**src/rtl/corr_engine_if.sv**
```systemverilog
`default_nettype none
// ============================================================================
//  Module   : corr_engine_if
//  Purpose  : Bundles the correlation engine's handshake and memory-read
//             signals.
//             - slave  modport: engine side (corr_engine)
//             - master modport: controller / memory side
//  Signals  : iFrameDone, iX, iY        controller -> engine
//             oFbRd, oFbAddr, oTplAddr   engine -> frame buffer / template
//             iFbData, iTplData          memories -> engine
//             oCurrentCorr, oCorrFinished, oBusy  engine -> controller
//  Revision : 1.0 - initial release
// ============================================================================
interface corr_engine_if #(
   parameter int PIX_W  = 8,
   parameter int ADDR_W = 19,
   parameter int CORR_W = 24,
   parameter int TPL_W  = 6
);
   logic              iFrameDone;
   logic [12:0]       iX;
   logic [12:0]       iY;
   logic              oFbRd;
   logic [ADDR_W-1:0] oFbAddr;
   logic [PIX_W-1:0]  iFbData;
   logic [TPL_W-1:0]  oTplAddr;
   logic [PIX_W-1:0]  iTplData;
   logic [CORR_W-1:0] oCurrentCorr;
   logic              oCorrFinished;
   logic              oBusy;

   modport slave (
      input  iFrameDone, iX, iY, iFbData, iTplData,
      output oFbRd, oFbAddr, oTplAddr, oCurrentCorr, oCorrFinished, oBusy
   );

   modport master (
      output iFrameDone, iX, iY, iFbData, iTplData,
      input  oFbRd, oFbAddr, oTplAddr, oCurrentCorr, oCorrFinished, oBusy
   );
endinterface
`default_nettype wire

```
**src/rtl/corr_engine.sv**
```systemverilog
`default_nettype none
// ============================================================================
//  Module   : corr_engine
//  Purpose  : Window correlation responder. Latches a window origin once the
//             frame is complete, reads a WIN x WIN frame window together with
//             the template, accumulates the saturating sum of per-pixel
//             differences and presents it with oCorrFinished held high.
//  Ports    : iCLK  - clock, rising edge
//             iRST  - synchronous active-low reset
//             bus   - corr_engine_if.slave (handshake + memory read ports)
//  Options  : CORR_SQUARED_EN - when defined, each term is the squared
//             difference (SSD); otherwise the absolute difference (SAD).
//  Revision : 1.0 - initial release
// ============================================================================
module corr_engine #(
   parameter int WIN    = 8,
   parameter int PIX_W  = 8,
   parameter int CORR_W = 24,
   parameter int IMG_W  = 640,
   parameter int IMG_H  = 480,
   parameter int ADDR_W = 19,
   parameter int RD_LAT = 2
) (
   input wire logic     iCLK,
   input wire logic     iRST,
   corr_engine_if.slave bus
);

   localparam int c_N     = WIN * WIN;
   localparam int c_TPL_W = $clog2(c_N);
   localparam int c_COL_W = $clog2(WIN);
   localparam int c_CNT_W = $clog2(RD_LAT + 2);
`ifdef CORR_SQUARED_EN
   localparam int c_TERM_W = 2 * PIX_W;
`else
   localparam int c_TERM_W = PIX_W;
`endif
   localparam logic [c_TPL_W-1:0] c_IDX_LAST  = c_TPL_W'(c_N - 1);
   localparam logic [c_COL_W-1:0] c_COL_LAST  = c_COL_W'(WIN - 1);
   localparam logic [c_CNT_W-1:0] c_DRAIN_END = c_CNT_W'(RD_LAT + 1);
   localparam logic [ADDR_W-1:0]  c_STRIDE    = ADDR_W'(IMG_W);

   typedef enum logic [1:0] {
      S_IDLE  = 2'd0,
      S_ISSUE = 2'd1,
      S_DRAIN = 2'd2,
      S_DONE  = 2'd3
   } state_t;

   state_t              r_state;
   logic                r_first;
   logic [12:0]         r_x0;
   logic [12:0]         r_y0;
   logic                r_rd;
   logic [ADDR_W-1:0]   r_addr;
   logic [ADDR_W-1:0]   r_rowbase;
   logic [c_TPL_W-1:0]  r_idx;
   logic [c_COL_W-1:0]  r_col;
   logic [c_CNT_W-1:0]  r_cnt;
   logic [RD_LAT:1]     r_vld;
   logic [CORR_W-1:0]   r_acc;
   logic [CORR_W-1:0]   r_corr;
   logic                r_fin;
   logic                r_busy;

   logic                w_changed;
   logic                w_start;
   logic                w_oob;
   logic [ADDR_W-1:0]   w_base;
   logic [PIX_W-1:0]    w_diff;
   logic [c_TERM_W-1:0] w_term;
   logic [CORR_W:0]     w_sum;
   logic [CORR_W-1:0]   w_acc_next;

   assign bus.oFbRd         = r_rd;
   assign bus.oFbAddr       = r_addr;
   assign bus.oTplAddr      = r_idx;
   assign bus.oCurrentCorr  = r_corr;
   assign bus.oCorrFinished = r_fin;
   assign bus.oBusy         = r_busy;

   // A job starts from IDLE on the first frame after reset or on a new origin;
   // from DONE only a new origin restarts (a low iFrameDone goes to IDLE).
   assign w_changed = (bus.iX != r_x0) || (bus.iY != r_y0);
   assign w_start   = bus.iFrameDone &&
                      (((r_state == S_IDLE) && (r_first || w_changed)) ||
                       ((r_state == S_DONE) && w_changed));
   assign w_oob     = (({19'd0, bus.iX} + 32'(WIN)) > 32'(IMG_W)) ||
                      (({19'd0, bus.iY} + 32'(WIN)) > 32'(IMG_H));
   // Address arithmetic wraps modulo 2^ADDR_W.
   assign w_base    = ADDR_W'(({19'd0, bus.iY} * 32'(IMG_W)) + {19'd0, bus.iX});

   always_comb begin
      w_diff = (bus.iFbData >= bus.iTplData) ? (bus.iFbData - bus.iTplData)
                                             : (bus.iTplData - bus.iFbData);
`ifdef CORR_SQUARED_EN
      w_term = c_TERM_W'(w_diff) * c_TERM_W'(w_diff);
`else
      w_term = w_diff;
`endif
      w_sum      = {1'b0, r_acc} + (CORR_W+1)'(w_term);
      // Carry out means overflow: pin at all-ones; all-ones plus any term
      // either stays all-ones or carries again, so saturation is sticky.
      w_acc_next = w_sum[CORR_W] ? '1 : w_sum[CORR_W-1:0];
   end

   always_ff @(posedge iCLK) begin
      if (!iRST) begin
         r_state   <= S_IDLE;
         r_first   <= 1'b1;
         r_x0      <= '0;
         r_y0      <= '0;
         r_rd      <= 1'b0;
         r_addr    <= '0;
         r_rowbase <= '0;
         r_idx     <= '0;
         r_col     <= '0;
         r_cnt     <= '0;
         r_vld     <= '0;
         r_acc     <= '0;
         r_corr    <= '0;
         r_fin     <= 1'b0;
         r_busy    <= 1'b0;
      end else begin
         // Read-valid pipeline mirrors the memory latency.
         r_vld[1] <= r_rd;
         for (int i = 2; i <= RD_LAT; i++) begin
            r_vld[i] <= r_vld[i-1];
         end
         if (r_vld[RD_LAT]) begin
            r_acc <= w_acc_next;
         end

         if (w_start) begin
            r_first   <= 1'b0;
            r_x0      <= bus.iX;
            r_y0      <= bus.iY;
            r_busy    <= 1'b1;
            r_fin     <= 1'b0;
            r_idx     <= '0;
            r_col     <= '0;
            r_rowbase <= w_base;
            r_addr    <= w_base;
            if (w_oob) begin
               // No reads: preload the saturated score and let DRAIN time
               // out after one cycle so the result appears two edges later.
               r_acc   <= '1;
               r_rd    <= 1'b0;
               r_cnt   <= c_CNT_W'(RD_LAT);
               r_state <= S_DRAIN;
            end else begin
               r_acc   <= '0;
               r_rd    <= 1'b1;
               r_state <= S_ISSUE;
            end
         end else begin
            case (r_state)
               S_ISSUE, S_DRAIN: begin
                  if (!bus.iFrameDone) begin
                     r_rd    <= 1'b0;
                     r_busy  <= 1'b0;
                     r_vld   <= '0;
                     r_state <= S_IDLE;
                  end else if (r_state == S_ISSUE) begin
                     if (r_idx == c_IDX_LAST) begin
                        r_rd    <= 1'b0;
                        r_cnt   <= '0;
                        r_state <= S_DRAIN;
                     end else begin
                        r_idx <= r_idx + 1'b1;
                        if (r_col == c_COL_LAST) begin
                           r_col     <= '0;
                           r_rowbase <= r_rowbase + c_STRIDE;
                           r_addr    <= r_rowbase + c_STRIDE;
                        end else begin
                           r_col  <= r_col + 1'b1;
                           r_addr <= r_addr + 1'b1;
                        end
                     end
                  end else if (r_cnt == c_DRAIN_END) begin
                     r_corr  <= r_acc;
                     r_fin   <= 1'b1;
                     r_busy  <= 1'b0;
                     r_state <= S_DONE;
                  end else begin
                     r_cnt <= r_cnt + 1'b1;
                  end
               end
               S_DONE: begin
                  if (!bus.iFrameDone) begin
                     r_fin   <= 1'b0;
                     r_state <= S_IDLE;
                  end
               end
               default: ;
            endcase
         end
      end
   end

endmodule
`default_nettype wire

```
**src/flat_wrapper.sv**
```systemverilog
// flat-port wrapper written by rule: the top's interface ports become plain ports
module corr_engine_flat 
#(
   parameter int WIN    = 8,
   parameter int PIX_W  = 8,
   parameter int CORR_W = 24,
   parameter int IMG_W  = 640,
   parameter int IMG_H  = 480,
   parameter int ADDR_W = 19,
   parameter int RD_LAT = 2
)
  (iCLK, iRST, bus_iFrameDone, bus_iX, bus_iY, bus_iFbData, bus_iTplData, bus_oFbRd, bus_oFbAddr, bus_oTplAddr, bus_oCurrentCorr, bus_oCorrFinished, bus_oBusy);
  corr_engine_if #(.PIX_W(PIX_W), .ADDR_W(ADDR_W), .CORR_W(CORR_W), .TPL_W((6))) bus_i ();
  input wire logic iCLK;
  input wire logic iRST;
  input wire logic [$bits(bus_i.iFrameDone)-1:0] bus_iFrameDone;
  input wire logic [$bits(bus_i.iX)-1:0] bus_iX;
  input wire logic [$bits(bus_i.iY)-1:0] bus_iY;
  input wire logic [$bits(bus_i.iFbData)-1:0] bus_iFbData;
  input wire logic [$bits(bus_i.iTplData)-1:0] bus_iTplData;
  output wire logic [$bits(bus_i.oFbRd)-1:0] bus_oFbRd;
  output wire logic [$bits(bus_i.oFbAddr)-1:0] bus_oFbAddr;
  output wire logic [$bits(bus_i.oTplAddr)-1:0] bus_oTplAddr;
  output wire logic [$bits(bus_i.oCurrentCorr)-1:0] bus_oCurrentCorr;
  output wire logic [$bits(bus_i.oCorrFinished)-1:0] bus_oCorrFinished;
  output wire logic [$bits(bus_i.oBusy)-1:0] bus_oBusy;
  assign bus_i.iFrameDone = bus_iFrameDone;
  assign bus_i.iX = bus_iX;
  assign bus_i.iY = bus_iY;
  assign bus_i.iFbData = bus_iFbData;
  assign bus_i.iTplData = bus_iTplData;
  assign bus_oFbRd = bus_i.oFbRd;
  assign bus_oFbAddr = bus_i.oFbAddr;
  assign bus_oTplAddr = bus_i.oTplAddr;
  assign bus_oCurrentCorr = bus_i.oCurrentCorr;
  assign bus_oCorrFinished = bus_i.oCorrFinished;
  assign bus_oBusy = bus_i.oBusy;
  corr_engine #(.WIN(WIN), .PIX_W(PIX_W), .CORR_W(CORR_W), .IMG_W(IMG_W), .IMG_H(IMG_H), .ADDR_W(ADDR_W), .RD_LAT(RD_LAT)) u_core (.iCLK(iCLK), .iRST(iRST), .bus(bus_i));
endmodule
```
**config.mk**
```make
export PLATFORM = sky130hd
export DESIGN_NAME = corr_engine_flat
export DESIGN_NICKNAME = d
export VERILOG_FILES = /design/src/rtl/corr_engine_if.sv /design/src/rtl/corr_engine.sv /design/src/flat_wrapper.sv
export SDC_FILE = /design/constraint.sdc
export NUM_CORES = 1
export LEC_CHECK = 0
export CELL_PAD_IN_SITES_DETAIL_PLACEMENT = 1
export CELL_PAD_IN_SITES_GLOBAL_PLACEMENT = 2
export CORE_MARGIN = 1.5
export CORE_UTILIZATION = 34
export CTS_CLUSTER_SIZE = 20
export DETAILED_ROUTE_END_ITERATION = 8
export GPL_TIMING_DRIVEN = 0
export PLACE_DENSITY = 0.91
export SKIP_LAST_GASP = 1
export SLEW_MARGIN = 20
export SYNTH_ARGS = -nofsm -noshare
export SYNTH_HDL_FRONTEND = slang
export SYNTH_SLANG_ARGS = --single-unit
export TNS_END_PERCENT = 50
```
**constraint.sdc**
```tcl
create_clock -name iCLK -period 6.85 [get_ports iCLK]
set_clock_uncertainty 0.1 [all_clocks]
set_input_delay 1.37 -clock iCLK [delete_from_list [all_inputs] [get_ports iCLK]]
set_output_delay 1.37 -clock iCLK [all_outputs]
set_load 0.1 [all_outputs]
```
# Yosys cells after proc, flatten, opt, wreduce, memory -nomap -nowiden
# Index checks and enable logic that the tools add are counted.
word_totals:
  register_bits: 131
  input_bits: 45
  out_inout_bits: 52
  wordCells: 135
op_classes:
  addsub: 11
  mul: 1
  order_cmp: 3
  eq_ne: 23
  muxes: 52
  bitwise_logic: 4
  n_reduce_logical: 26
op_table:
  columns: ["operator", "count"]
  rows:
  - ["two-way mux 19 bit", 12]
  - ["two-way mux 24 bit", 4]
  - ["two-way mux 2 bit", 17]
  - ["greater-than comparator 32 x 10 -> 1 bit, second input constant", 1]
  - ["greater-than comparator 32 x 9 -> 1 bit, second input constant", 1]
  - ["adder 13 x 4 -> 14 bit, second input constant", 2]
  - ["inequality test 13 bit", 2]
  - ["adder 24 x 8 -> 25 bit", 1]
  - ["AND reduction 5 bit", 4]
  - ["adder 19 x 1 -> 19 bit, second input constant", 1]
  - ["adder 19 x 10 -> 19 bit, second input constant", 1]
  - ["adder 19 x 13 -> 19 bit", 1]
  - ["subtractor 8 bit", 2]
  - ["two-way mux 1 bit", 15]
  - ["multiplier 13 x 3 -> 12 bit, second input constant", 1]
  - ["inequality test 3 x 1 -> 1 bit, second input constant", 4]
  - ["AND reduction 4 bit", 3]
  - ["nonzero test 2 bit", 6]
  - ["inequality test 3 x 2 -> 1 bit, second input constant", 3]
  - [">= comparator 8 bit", 1]
  - ["two-way mux 8 bit", 1]
  - ["inequality test 2 bit, second input constant", 4]
  - ["adder 6 x 1 -> 6 bit, second input constant", 1]
  - ["== test 2 bit, second input constant", 3]
  - ["other kinds (18)", 29]

# Logic depth before layout (Yosys ltp)
logic_depth:
  ltp_word: 8
  mapped_depth: 20
  ltp_nobuf: 19

# Worst setup path after synthesis
# OpenSTA, ideal clock, no wires.
synth_timing:
  path_kind: "input to register"
  from: "input bus_iFbData[0]"
  to: "register u_core.r_acc[21]"
  setup_ns: 0.091
  t_arrival_ns: 5.563
  required_time_ns: 6.659
  path_slack_ns: 1.096
  path_stages: 20
  n_path_buf: 1
  path_cell_list: "inv_1 > ha_1 > inv_1 > fa_1 > a21o_1 > a2111oi_0 > o211ai_1 > mux2_2 > a21o_1 > a222oi_1 > xnor2_1 > ha_1 > o211ai_1 > a22oi_1 > nand3_1 > or2_2 > buf_1 > nor4_1 > nor3_1 > a311oi_1"
synth_between:
  elab_chain_cells: 6
  word_cells_on_any_way: 8
  cone_classes: "3 x add/sub; 1 x order compare; 4 x mux"
synth_lines:
  columns: ["element", "line_no", "text"]
  rows:
  - ["start: declaration", "flat_wrapper.sv:19", "input wire logic [$bits(bus_i.iFbData)-1:0] bus_iFbData;"]
  - ["subtractor 8 bit, or another cell as far along", "corr_engine.sv:95", ": (bus.iTplData - bus.iFbData);"]
  - ["two-way mux 8 bit *", "corr_engine.sv:94", "w_diff = (bus.iFbData >= bus.iTplData) ? (bus.iFbData - bus.iTplData)"]
  - ["adder 24 x 8 -> 25 bit *", "corr_engine.sv:101", "w_sum = {1'b0, r_acc} + (CORR_W+1)'(w_term);"]
  - ["two-way mux 24 bit *", "corr_engine.sv:104", "w_acc_next = w_sum[CORR_W] ? '1 : w_sum[CORR_W-1:0];"]
  - ["two-way mux 24 bit *", "corr_engine.sv:130", "if (r_vld[RD_LAT]) begin"]
  - ["two-way mux 24 bit *", "corr_engine.sv:134", "if (w_start) begin"]
  - ["end signal: assignment", "corr_engine.sv:131", "r_acc <= w_acc_next;"]
  - ["end: declaration", "corr_engine.sv:61", "logic [CORR_W-1:0] r_acc;"]
# Mark *: on every way between the ends. The rest lies on a longest branch, timed or not. The select of a mux whose other input is x is not followed.
# A chain may end at the register's enable or synchronous reset.

# Worst setup path after layout
layout_timing:
  from: "input bus_iTplData[1]"
  to: "register u_core.r_acc[8]"
layout_between:
  elab_chain_cells: 6
  word_cells_on_any_way: 8
  cone_classes: "3 x add/sub; 1 x order compare; 4 x mux"
layout_lines:
  columns: ["element", "line_no", "text"]
  rows:
  - ["start: declaration", "flat_wrapper.sv:20", "input wire logic [$bits(bus_i.iTplData)-1:0] bus_iTplData;"]
  - ["subtractor 8 bit, or another cell as far along", "corr_engine.sv:95", null]
  - ["two-way mux 8 bit *", "corr_engine.sv:94", null]
  - ["adder 24 x 8 -> 25 bit *", "corr_engine.sv:101", null]
  - ["two-way mux 24 bit *", "corr_engine.sv:104", null]
  - ["two-way mux 24 bit *", "corr_engine.sv:130", null]
  - ["two-way mux 24 bit *", "corr_engine.sv:134", null]
# Marks and branches as above.

==> impl_metrics.csv <==
group,metric,value,unit
status,status,"finished, final reports clean",
synth,syn-num-nets,1186,
layout,final_util,42.6,%
detailed_routing,vias,8636,
timing,fin_crit,6.43,ns
clock_network,h-tree-depth,4,
synth,yosys_register_bits,131,
placement,dp.cells,1502,
placement,dp_hpwl,22.6,mm
pwr,p_switching,1.56,mW
layout,diodes,0,
flow_run,maxCapViolCount,0,
global_route,grt_pass1_wl,47.9,mm
detailed_routing,wl,29.7,mm
placement,gp_congestion,0.873,
clock_network,clockRootBuffer,"clkbuf_16",
synth,yosysUniqueCellTypes,68,
global_route,grt_max_degree,17,
detailed_routing,wl_met3,1.26,mm
critical_path,crit_slowest_cell,"clkdlybuf4s50_1",
detailed_routing,dr.first_iter.drc_count,332,
synth,synth-main-ff-cell,"dfxtp_1",
timing,worst_pin_slew,1.03,ns
critical_path,slowest_delay,0.55,ns
critical_path,worstPathMaxFanout,6,
synth,synth-edff-count,0,
die,fp.coreArea,25200,sq um
global_route,grt_pass1_vias,9062,
timing,finalMaxSlewViolations,0,
die,die_area,26700,sq um
pwr,p_leak,3.99,nW
die,num_rows,58,
pwr,peakVddDrop,0.000193,V
global_route,antenna_found_initial,0,
critical_path,crit_top_cell,"a21oi_1",
die,die_w,163,um
synth,syn_area_per_cell,8.10,sq um
detailed_routing,vias_per_cell,5.62,
layout,layout-drive-gt1-share,5.64,%
die,start_util,34.7,%
clock_network,clk_pin_slew,0.05,ns
detailed_routing,avgRoutedWirePerCell,19.3,um
layout,instances_no_fill,1536,
pwr,p_comb_share,43.3,%
critical_path,crit_chain,"clkdlybuf4s50_1, inv_1, fa_1, a21o_1, a2111oi_1, o211ai_1, buf_4, mux2_2, o21ai_0, a21oi_1, xnor2_1, ha_1, a21oi_1, nor3b_1, a211oi_1, and2_1, nor2_1, a31oi_1, o221a_2",
synth,synthCells,1079,
timing,max_freq,155,MHz
timing,finalHoldViolations,0,
pwr,power.density,335,nW/um^2
detailed_routing,maxUsedRoutingLayer,"met4",
pwr,total_power,3.60,mW
synth,synthArstFlopShare,0,%
min_path,worstHoldPathType,"register to register",
timing,whs,0.318,ns
timing,post-route-period-util,93.9,%
detailed_routing,final_antenna_net_count,0,
placement,io_buffers,93,
detailed_routing,wl_met2,14.5,mm
critical_path,end_kind,"register",
timing,relSlewSlack,29.7,%
clock_network,clkSinkCount,131,
detailed_routing,remaining_drc_errors,0,
timing,rsz0062_at_grt,"false",
die,ios,97,
die,die_h,163,um
synth,ys_warn_count,0,
pwr,seqPwrFrac,29.7,%
critical_path,crit_type,"input pin to register",
clock_network,cts_buffers,17,
synth,seq_area_frac_synth,30.0,%
critical_path,arrival,6.65,ns
layout,syn_to_final_growth,22.8,%
timing,finalSetupViolations,0,
synth,synthesis.area,8740,sq um
global_route,gr-total-overflow,0,
clock_network,clk_latency,0.43,ns
global_route,grt_use_total,22.9,%
clock_network,tritoncts,"yes",
detailed_routing,met1_length,13.1,mm
critical_path,critPathLaunchType,"input pin",
critical_path,required,7.07,ns
pwr,p_int,2.04,mW
pwr,p_sw_share,43.3,%
layout,layout.nets,1300,
detailed_routing,first_pass_iters,5,
clock_network,clockBufferDepth,2,
pwr,pwr-share-clk,27.0,%
## final timing paths
| check | endpoint | slack (ns) | from | cells past startpoint |
|---|---|---|---|---|
| min | u_core.r_vld[2] | 0.32 | u_core.r_vld[1] | 2 |
| min reg2reg | u_core.r_vld[2] | 0.32 | u_core.r_vld[1] | 2 |
| max | u_core.r_acc[8] | 0.42 | bus_iTplData[1] | 19 |
| max reg2reg | u_core.r_col[2] | 3.28 | u_core.r_y0[12] | 8 |
## state kept, by name, summed over array words and instances, names as in the netlist, 3 cells and up
signal                   flops
u_core.bus.oCurrentCorr     24
u_core.r_acc                24
u_core.bus.oFbAddr          19
u_core.r_rowbase            19
u_core.r_x0                 13
u_core.r_y0                 13
u_core.bus.oTplAddr          6
u_core.r_col                 3
## cell usage after synthesis, types with 5 or more instances
master | number | share of area (%)
o31ai_1 | 6 | 0.52
xor2_1 | 23 | 2.3
ha_1 | 57 | 8.2
dfxtp_1 | 131 | 30
o2bb2ai_1 | 7 | 0.70
inv_1 | 49 | 2.1
nor3_1 | 14 | 0.80
clkbuf_1 | 40 | 1.7
nand3_1 | 34 | 1.9
o21ai_0 | 57 | 3.3
nor4_1 | 10 | 0.72
nor2b_1 | 31 | 2.2
a21oi_1 | 52 | 3.0
or3_1 | 5 | 0.36
and3_1 | 15 | 1.1
o21a_1 | 19 | 1.6
nor2_1 | 60 | 2.6
mux2i_1 | 29 | 3.3
buf_2 | 8 | 0.46
xnor2_1 | 53 | 5.3
o211a_1 | 5 | 0.57
or2_2 | 8 | 0.57
nand2b_1 | 8 | 0.57
nand2_1 | 136 | 5.8
o211ai_1 | 26 | 2.2
nand4_1 | 25 | 1.8
a211oi_1 | 13 | 1.1
a21o_1 | 10 | 0.86
fa_1 | 5 | 1.1
a31oi_1 | 27 | 1.9
a21boi_0 | 37 | 3.2
## worst max-delay path, delay by kind of cell
kind | cells | cell delay [ns]
AOI/OAI and AO/OA | 9 | 2.15
xor gates and xnor gates | 1 | 0.14
adders and majority gates | 2 | 0.83
buffers and inverters | 3 | 0.84
muxes | 1 | 0.29
and+or+nand+nor | 3 | 1.03
## power groups by stage
| stage | Combinational [mW] | Sequential (mW) | Clock [mW] |
|---|---|---|---|
| final | 1.56 | 1.07 | 0.971 |
| after global routing | 1.70 | 1.09 | 1.02 |
| after floorplan | 0.850 | 1.29 | 0 |
| after CTS | 1.55 | 1.06 | 0.982 |
| after detailed placement | 1.53 | 1.08 | 0 |
| after global placement | 1.50 | 1.07 | 0 |
## cell families after synthesis
group	Yosys count	share of synthesized area, %
buf+inv	102	4.84
fa+ha+maj	62	9.30
xor+xnor	76	7.61
flops	131	30.0
simple gates	370	20.8
compound gates	305	23.6
mux	33	3.84
## what timing repair did
| item | CTS | global route |
|---|---|---|
| hold buffers | 0 | 0 |
| buffers inserted | 0 | 2 |
| endpoints found under the setup margin | 0 | 22 |
| hold endpoints to repair | 0 | 0 |
| gates resized for setup | 0 | 4 |
## metrics by stage
step           cell area [sq um]  worst slack [ns]  setup TNS [ns]
6_report                   10700             0.417               0
3_5_place_dp               10100            -0.361           -3.69
4_1_cts                    10700            0.0660               0
5_1_grt                    10700            0.0466               0
3_3_place_gp               10100            -0.232           -1.71
2_1_floorplan               8740              1.10               0
## placed cells by master, fill, tap and decap left out, drive strengths merged, types with 6 or more instances in the layout
master         Yosys  final
clkbuf            40     64
a211oi            13     13
nand4             25     25
nor3              15     15
xor2              23     23
o211ai            26     26
nand3             34     34
buf               13     15
a21o              10     10
o21a              19     19
dfxtp            131    131
o2bb2ai            7      7
nor2              60     60
o21ai             60     60
nor4              10     10
xnor2             53     53
ha                57     57
a21oi             52     52
nand2b             8      8
a31oi             27     27
o31ai              6      6
mux2i             29     29
and3              15     15
or2                8      8
clkdlybuf4s50      0     93
nor2b             31     31
inv               49     49
nand2            136    136
a21boi            37     37
## cell type report
cell class                 instances  area (sq um)
fill                            3057         14400
multi-input combinational        846          5710
sequential                       131          2620
timing repair buffer              95           946
clock buffer                      24           502
tap                              330           413
buffer                            53           240
inverter                          49           184
clock inverter                     8           123
## metal layers
metal / global-route usage, % / up-vias
li1: - / 4120
met1: 27.5 / 4241
met2: 40.5 / 210
met3: 4.16 / 65
met4: 8.63 / 0
met5: 0 / -
Power figures use the tool's default switching activity.
